`config.mk`:
```
export PLATFORM = sky130hd
export DESIGN_NAME = program_sequencer
export DESIGN_NICKNAME = d
export VERILOG_FILES = /design/src/rtl/risc_pkg.sv /design/src/rtl/req_priority_edge.sv /design/src/rtl/program_sequencer.sv
export SDC_FILE = /design/constraint.sdc
export NUM_CORES = 1
export LEC_CHECK = 0
export CAP_MARGIN = 20
export CORE_MARGIN = 3
export CORE_UTILIZATION = 30
export CTS_BUF_LIST = sky130_fd_sc_hd__clkbuf_4 sky130_fd_sc_hd__clkbuf_8
export DETAILED_ROUTE_END_ITERATION = 7
export DONT_BUFFER_PORTS = 1
export PLACE_DENSITY_LB_ADDON = 0.2
export SYNTH_ARGS = -nofsm -noshare
export SYNTH_HDL_FRONTEND = slang
export SYNTH_SLANG_ARGS = --single-unit
```
`constraint.sdc`:
```
create_clock -name clock -period 2.4 [get_ports clock]
set_clock_uncertainty 0.05 [all_clocks]
set_input_delay 0.24 -clock clock [delete_from_list [all_inputs] [get_ports clock]]
set_output_delay 0.24 -clock clock [all_outputs]
set_load 0.01 [all_outputs]
```
`src/rtl/risc_pkg.sv`:
```
// risc_pkg: shared types and codes for the program sequencer.
package risc_pkg;
   typedef enum logic [2:0] {IDLE, HOLD, CRST, RUN, DONE} state_t;
   localparam logic [2:0] PROG_NONE = 3'd0;
   localparam logic [2:0] PROG_FIB  = 3'd1;
   localparam logic [2:0] PROG_SORT = 3'd2;
   localparam logic [2:0] PROG_SAVE = 3'd3;
   localparam logic [2:0] PROG_LOAD = 3'd4;
   localparam logic [1:0] ST_NONE    = 2'd0;
   localparam logic [1:0] ST_OK      = 2'd1;
   localparam logic [1:0] ST_ABORT   = 2'd2;
   localparam logic [1:0] ST_TIMEOUT = 2'd3;
   function automatic int max3(input int a, input int b, input int c);
      int m;
      m = (a > b) ? a : b;
      return (m > c) ? m : c;
   endfunction
endpackage

```
`src/rtl/req_priority_edge.sv`:
```
// req_priority_edge: registered rising-edge detect on button levels with fixed fib>sort>save>load priority.
module req_priority_edge
   import risc_pkg::*;
(
   input  logic       clock,
   input  logic       reset_n,
   input  logic [3:0] req,
   output logic       valid,
   output logic [2:0] code
);
   logic [3:0] req_q;
   logic [3:0] rise;
   assign rise = req & ~req_q;
   always_ff @(posedge clock or negedge reset_n) begin
      if (!reset_n) begin
         req_q <= '0;
         valid <= 1'b0;
         code  <= PROG_NONE;
      end else begin
         req_q <= req;
         valid <= |rise;
         code  <= rise[0] ? PROG_FIB  :
                  rise[1] ? PROG_SORT :
                  rise[2] ? PROG_SAVE :
                  rise[3] ? PROG_LOAD : PROG_NONE;
      end
   end
endmodule

```
`src/rtl/program_sequencer.sv`:
```
// program_sequencer: runs a button-selected program on the core: selector hold, core reset pulse,
// then run until halt, abort or watchdog timeout.
module program_sequencer
   import risc_pkg::*;
#(
   parameter int HOLD_CYCLES = 4,
   parameter int RST_CYCLES  = 2,
   parameter int TIMEOUT     = 1048576,
   parameter int SEL_W       = 32
) (
   input  logic             clock,
   input  logic             reset_n,
   input  logic [3:0]       req,
   input  logic             abort,
   input  logic             cpu_halt,
   output logic [SEL_W-1:0] prog_sel,
   output logic             cpu_reset,
   output logic             cpu_run,
   output logic             busy,
   output logic             done,
   output logic [1:0]       status
);
   localparam int CW = $clog2(max3(HOLD_CYCLES, RST_CYCLES, TIMEOUT)) + 1;
   state_t        state, nxt;
   logic [CW-1:0] cnt, nxt_cnt;
   logic [2:0]    code, code_q, nxt_code;
   logic [1:0]    nxt_status;
   logic          valid;
   req_priority_edge u_req (
      .clock   (clock),
      .reset_n (reset_n),
      .req     (req),
      .valid   (valid),
      .code    (code)
   );
   always_comb begin
      nxt        = state;
      nxt_cnt    = cnt + 1'b1;
      nxt_status = status;
      nxt_code   = code_q;
      case (state)
         IDLE: begin
            nxt_cnt = '0;
            if (valid) begin
               nxt        = HOLD;
               nxt_code   = code;
               nxt_status = ST_NONE;
            end
         end
         HOLD:
            if (abort) begin
               nxt        = DONE;
               nxt_status = ST_ABORT;
            end else if (cnt == CW'(HOLD_CYCLES - 1)) begin
               nxt     = CRST;
               nxt_cnt = '0;
            end
         CRST:
            if (abort) begin
               nxt        = DONE;
               nxt_status = ST_ABORT;
            end else if (cnt == CW'(RST_CYCLES - 1)) begin
               nxt     = RUN;
               nxt_cnt = '0;
            end
         RUN:
            if (cpu_halt) begin
               nxt        = DONE;
               nxt_status = ST_OK;
            end else if (abort) begin
               nxt        = DONE;
               nxt_status = ST_ABORT;
            end else if (cnt == CW'(TIMEOUT - 1)) begin
               nxt        = DONE;
               nxt_status = ST_TIMEOUT;
            end
         DONE: begin
            nxt     = IDLE;
            nxt_cnt = '0;
         end
         default: nxt = IDLE;
      endcase
   end
   // Outputs are registered from the next state so they line up with the state they describe.
   always_ff @(posedge clock or negedge reset_n) begin
      if (!reset_n) begin
         state     <= IDLE;
         cnt       <= '0;
         code_q    <= PROG_NONE;
         status    <= ST_NONE;
         prog_sel  <= '0;
         cpu_reset <= 1'b1;
         cpu_run   <= 1'b0;
         busy      <= 1'b0;
         done      <= 1'b0;
      end else begin
         state     <= nxt;
         cnt       <= nxt_cnt;
         code_q    <= nxt_code;
         status    <= nxt_status;
         prog_sel  <= (nxt == HOLD) ? SEL_W'(nxt_code) : '0;
         cpu_reset <= nxt != RUN;
         cpu_run   <= nxt == RUN;
         busy      <= nxt != IDLE;
         done      <= nxt == DONE;
      end
   end
endmodule

```
==> run metrics <==
CP Depth=6; Final Hold Fails=0; worst path cell trace=nor4_4, nand2_1, or4_1, o211a_1, a311oi_2, mux2_1; top cell type's share of synthesized area=48.6%; Min Hold Slack=0.0421 ns; Final min period=2.29 ns; final std cells w/o fill=342; post-layout instance area=2520 um^2; CP endpoint kind=flop; CP max stage cell=or4_1; CTS Root Cell=clkbuf_8; Yosys cell types=40; total global-route track usage=10.1%; dpl cell area=2320 um^2; Vias/cell=4.31; setup violators final=0; NetSw=0.626 mW; Max clock buf depth=2; Pwr Density=792 nW/um^2; fin crit share=95.4%; Starting Density=31.7%; Main synth FF type=dfrtp_1; synth top area cells=dfrtp_1, buf_4, nor2_1, xnor2_1, xor2_1; fillers=703; highest clock rate=437 MHz; worst r2r src=cnt[5]; Post-synth EDFFs=0; initial antenna violation count=0; Max Cap Viol=0; worst reg2reg path endpoint=status[1]; Routed Antenna Nets=0; Net Sw Frac=31.3%; first element of the critical path=cnt[5]; flops & latches, synth=44; vias in the first global route=1482; synthesis-to-layout area growth=13.9%; ANT cells=0; clock buffer count from CTS=5; post-synthesis sequential area ratio=49.7%; Worst-path clk slew=0.09 ns; Clk pwr share=28.2%; Tot Pwr=2.00 mW; full die area=8450 um^2; status=finished clean; global-route wire length before repair=6890 um; Required @ worst endpoint=2.53 ns; total gr overflow=0; dpl cells=328; fin nets=255; total number of yosys warnings=0; Clock Latency Late Sink=0.29 ns; RSZ-0062 raised after global routing=true; HPWL after DPL=2900 um; DRT iter0 DRCs=36; cell accounting for the most synthesized area=dfrtp_1; Worst VDD drop=0.320 mV; Avg WL per Cell=11.7 um; Max Transition Viols Final=0; ratio of cells with drive above 1 in the final layout=14.2%; Syn Inst Count=223; H-tree lvl count=2; ys async rst share=100%; Crit Path Max Fanout=2; final WL=3990 um; Rows=30; Reg2Reg Depth=6; Die W=91.9 um; top-level port count=46; max incr delay on CP=0.47 ns; Logic pwr share=25.4%; Pleak=1.16 nW; pin count of the biggest net entering global routing=45; Internal=1.37 mW; Pre-Repair DR Iteration Count=4; CORE AREA=6980 um^2; CTS tree=built; height of the chip=91.9 um; Critical Path Source Type=flop; RePlAce Congestion=0.717; TritonCTS Sinks=44; I/O Buffers=0; Worst path top cell family by delay=simple AND/OR/NAND/NOR gates; via count=1473; crit path DAT=2.42 ns; detailed-route DRC error count=0; CP Class=flop to flop; worst path bufs/invs=0; Place WS=0.0281 ns; fin worst setup slack=0.110 ns; Synth Cell Area=2220 um^2; Syn Area/Cell=9.94 um^2; CP endpoint=status[1]; R2R setup slack=0.11 ns; sequential power share=46.4%; hold crit path type=input port to flop
-- through the flow --
stage	utilization (%)	setup TNS (ns)
floorplan	-	0
global placement	33.2	0
detailed placement	33.2	0
CTS	35.9	0
global route	36.2	-0.0108
finish	36.2	0
-- sequential cells by signal, indices dropped and copies added (netlist names), 2 cells and up --
| register | cells |
|---|---|
| u_req.code | 3 |
| state | 3 |
| code_q | 3 |
| u_req.req_q | 4 |
| prog_sel | 3 |
| cnt | 21 |
| status | 2 |
-- cell type report --
type                    count  area (um^2)  share of cell area (%)
clock buffers               5         68.8                    2.73
clock inverters             3         42.5                    1.68
inverters                  10         38.8                    1.54
multi-input cells         163          961                    38.1
flip-flops and latches     44         1100                    43.7
well taps                  96          120                    4.76
repair buffers             21          190                    7.53
-- power groups by stage --
stage                     clock network (mW)  logic, mW  registers (mW)
after floorplan                            0      0.397           0.917
after global placement                     0      0.493           0.943
after detailed placement                   0      0.493           0.945
after CTS                              0.596      0.523           0.929
after global routing                   0.627      0.576           0.945
final                                  0.564      0.508           0.929
-- worst reg2reg max path: stages, from the launching register on --
cell      delay [ns]
dfrtp_1         0.41
nor4_4          0.31
nand2_1         0.11
or4_1           0.47
o211a_1         0.25
a311oi_2        0.24
mux2_1          0.35
-- cell families after synthesis --
group	share of synthesized area [%]
other	0.169
and+or+nand+nor	20.4
AOI/OAI and AO/OA	6.21
buffers and inverters	12.4
adders and majority gates	1.13
muxes	2.03
xor gates and xnor gates	7.91
DFF	49.7
-- layout by cell type (no fill, tap or decap), types with 3 or more instances in the layout --
master,count
clkbuf_8,5
nand3_1,11
xnor2_1,11
buf_4,15
conb_1,29
xor2_1,9
and3_1,4
o21ai_1,3
nand4_1,6
dlygate4sd3_1,5
mux2_2,3
nor4_1,4
nor2_1,34
nand2b_1,4
nand2_1,10
dfrtp_1,42
a21oi_1,4
nor2b_1,5
inv_1,9
-- synthesized netlist by cell type, drive strengths merged (2+ instances only) --
| master | n |
|---|---|
| dfrtp | 43 |
| nor2 | 34 |
| buf | 31 |
| nand3 | 11 |
| xnor2 | 11 |
| nand2 | 10 |
| inv | 9 |
| xor2 | 9 |
| nor4 | 7 |
| nand4 | 6 |
| nor2b | 5 |
| o21ai | 5 |
| a21oi | 4 |
| and3 | 4 |
| mux2 | 4 |
| nand2b | 4 |
| clkbuf | 3 |
| a211oi | 2 |
| a21o | 2 |
| ha | 2 |
| nor3 | 2 |
-- worst min-delay path by stage --
stage	startpoint	endpoint	slack (ns)	depth (start not counted)
3_5_place_dp	reset_n	u_req.req_q[1]	-0.10	0
2_1_floorplan	reset_n	busy	-0.11	0
3_3_place_gp	reset_n	u_req.req_q[1]	-0.10	0
4_1_cts	req[3]	u_req.code[2]	0.03	2
6_report	req[3]	u_req.code[2]	0.04	2
5_1_grt	req[0]	u_req.valid	0.03	2
-- per-layer routing --
layer	up-vias	track usage [%]	share of wire, %
met5	-	0	0
li1	734	-	-
met1	698	12.5	47
met3	2	3.20	5.1
met2	39	16.7	47
met4	0	3.47	0.98
-- what timing repair did --
item                                    CTS  global route
setup buffers                             0             0
endpoints found under the setup margin    0             1
resized for setup                         0             3
hold buffers                              6             0
hold endpoints to repair                 49             0
Note: power is estimated with default switching activity, not from simulation.
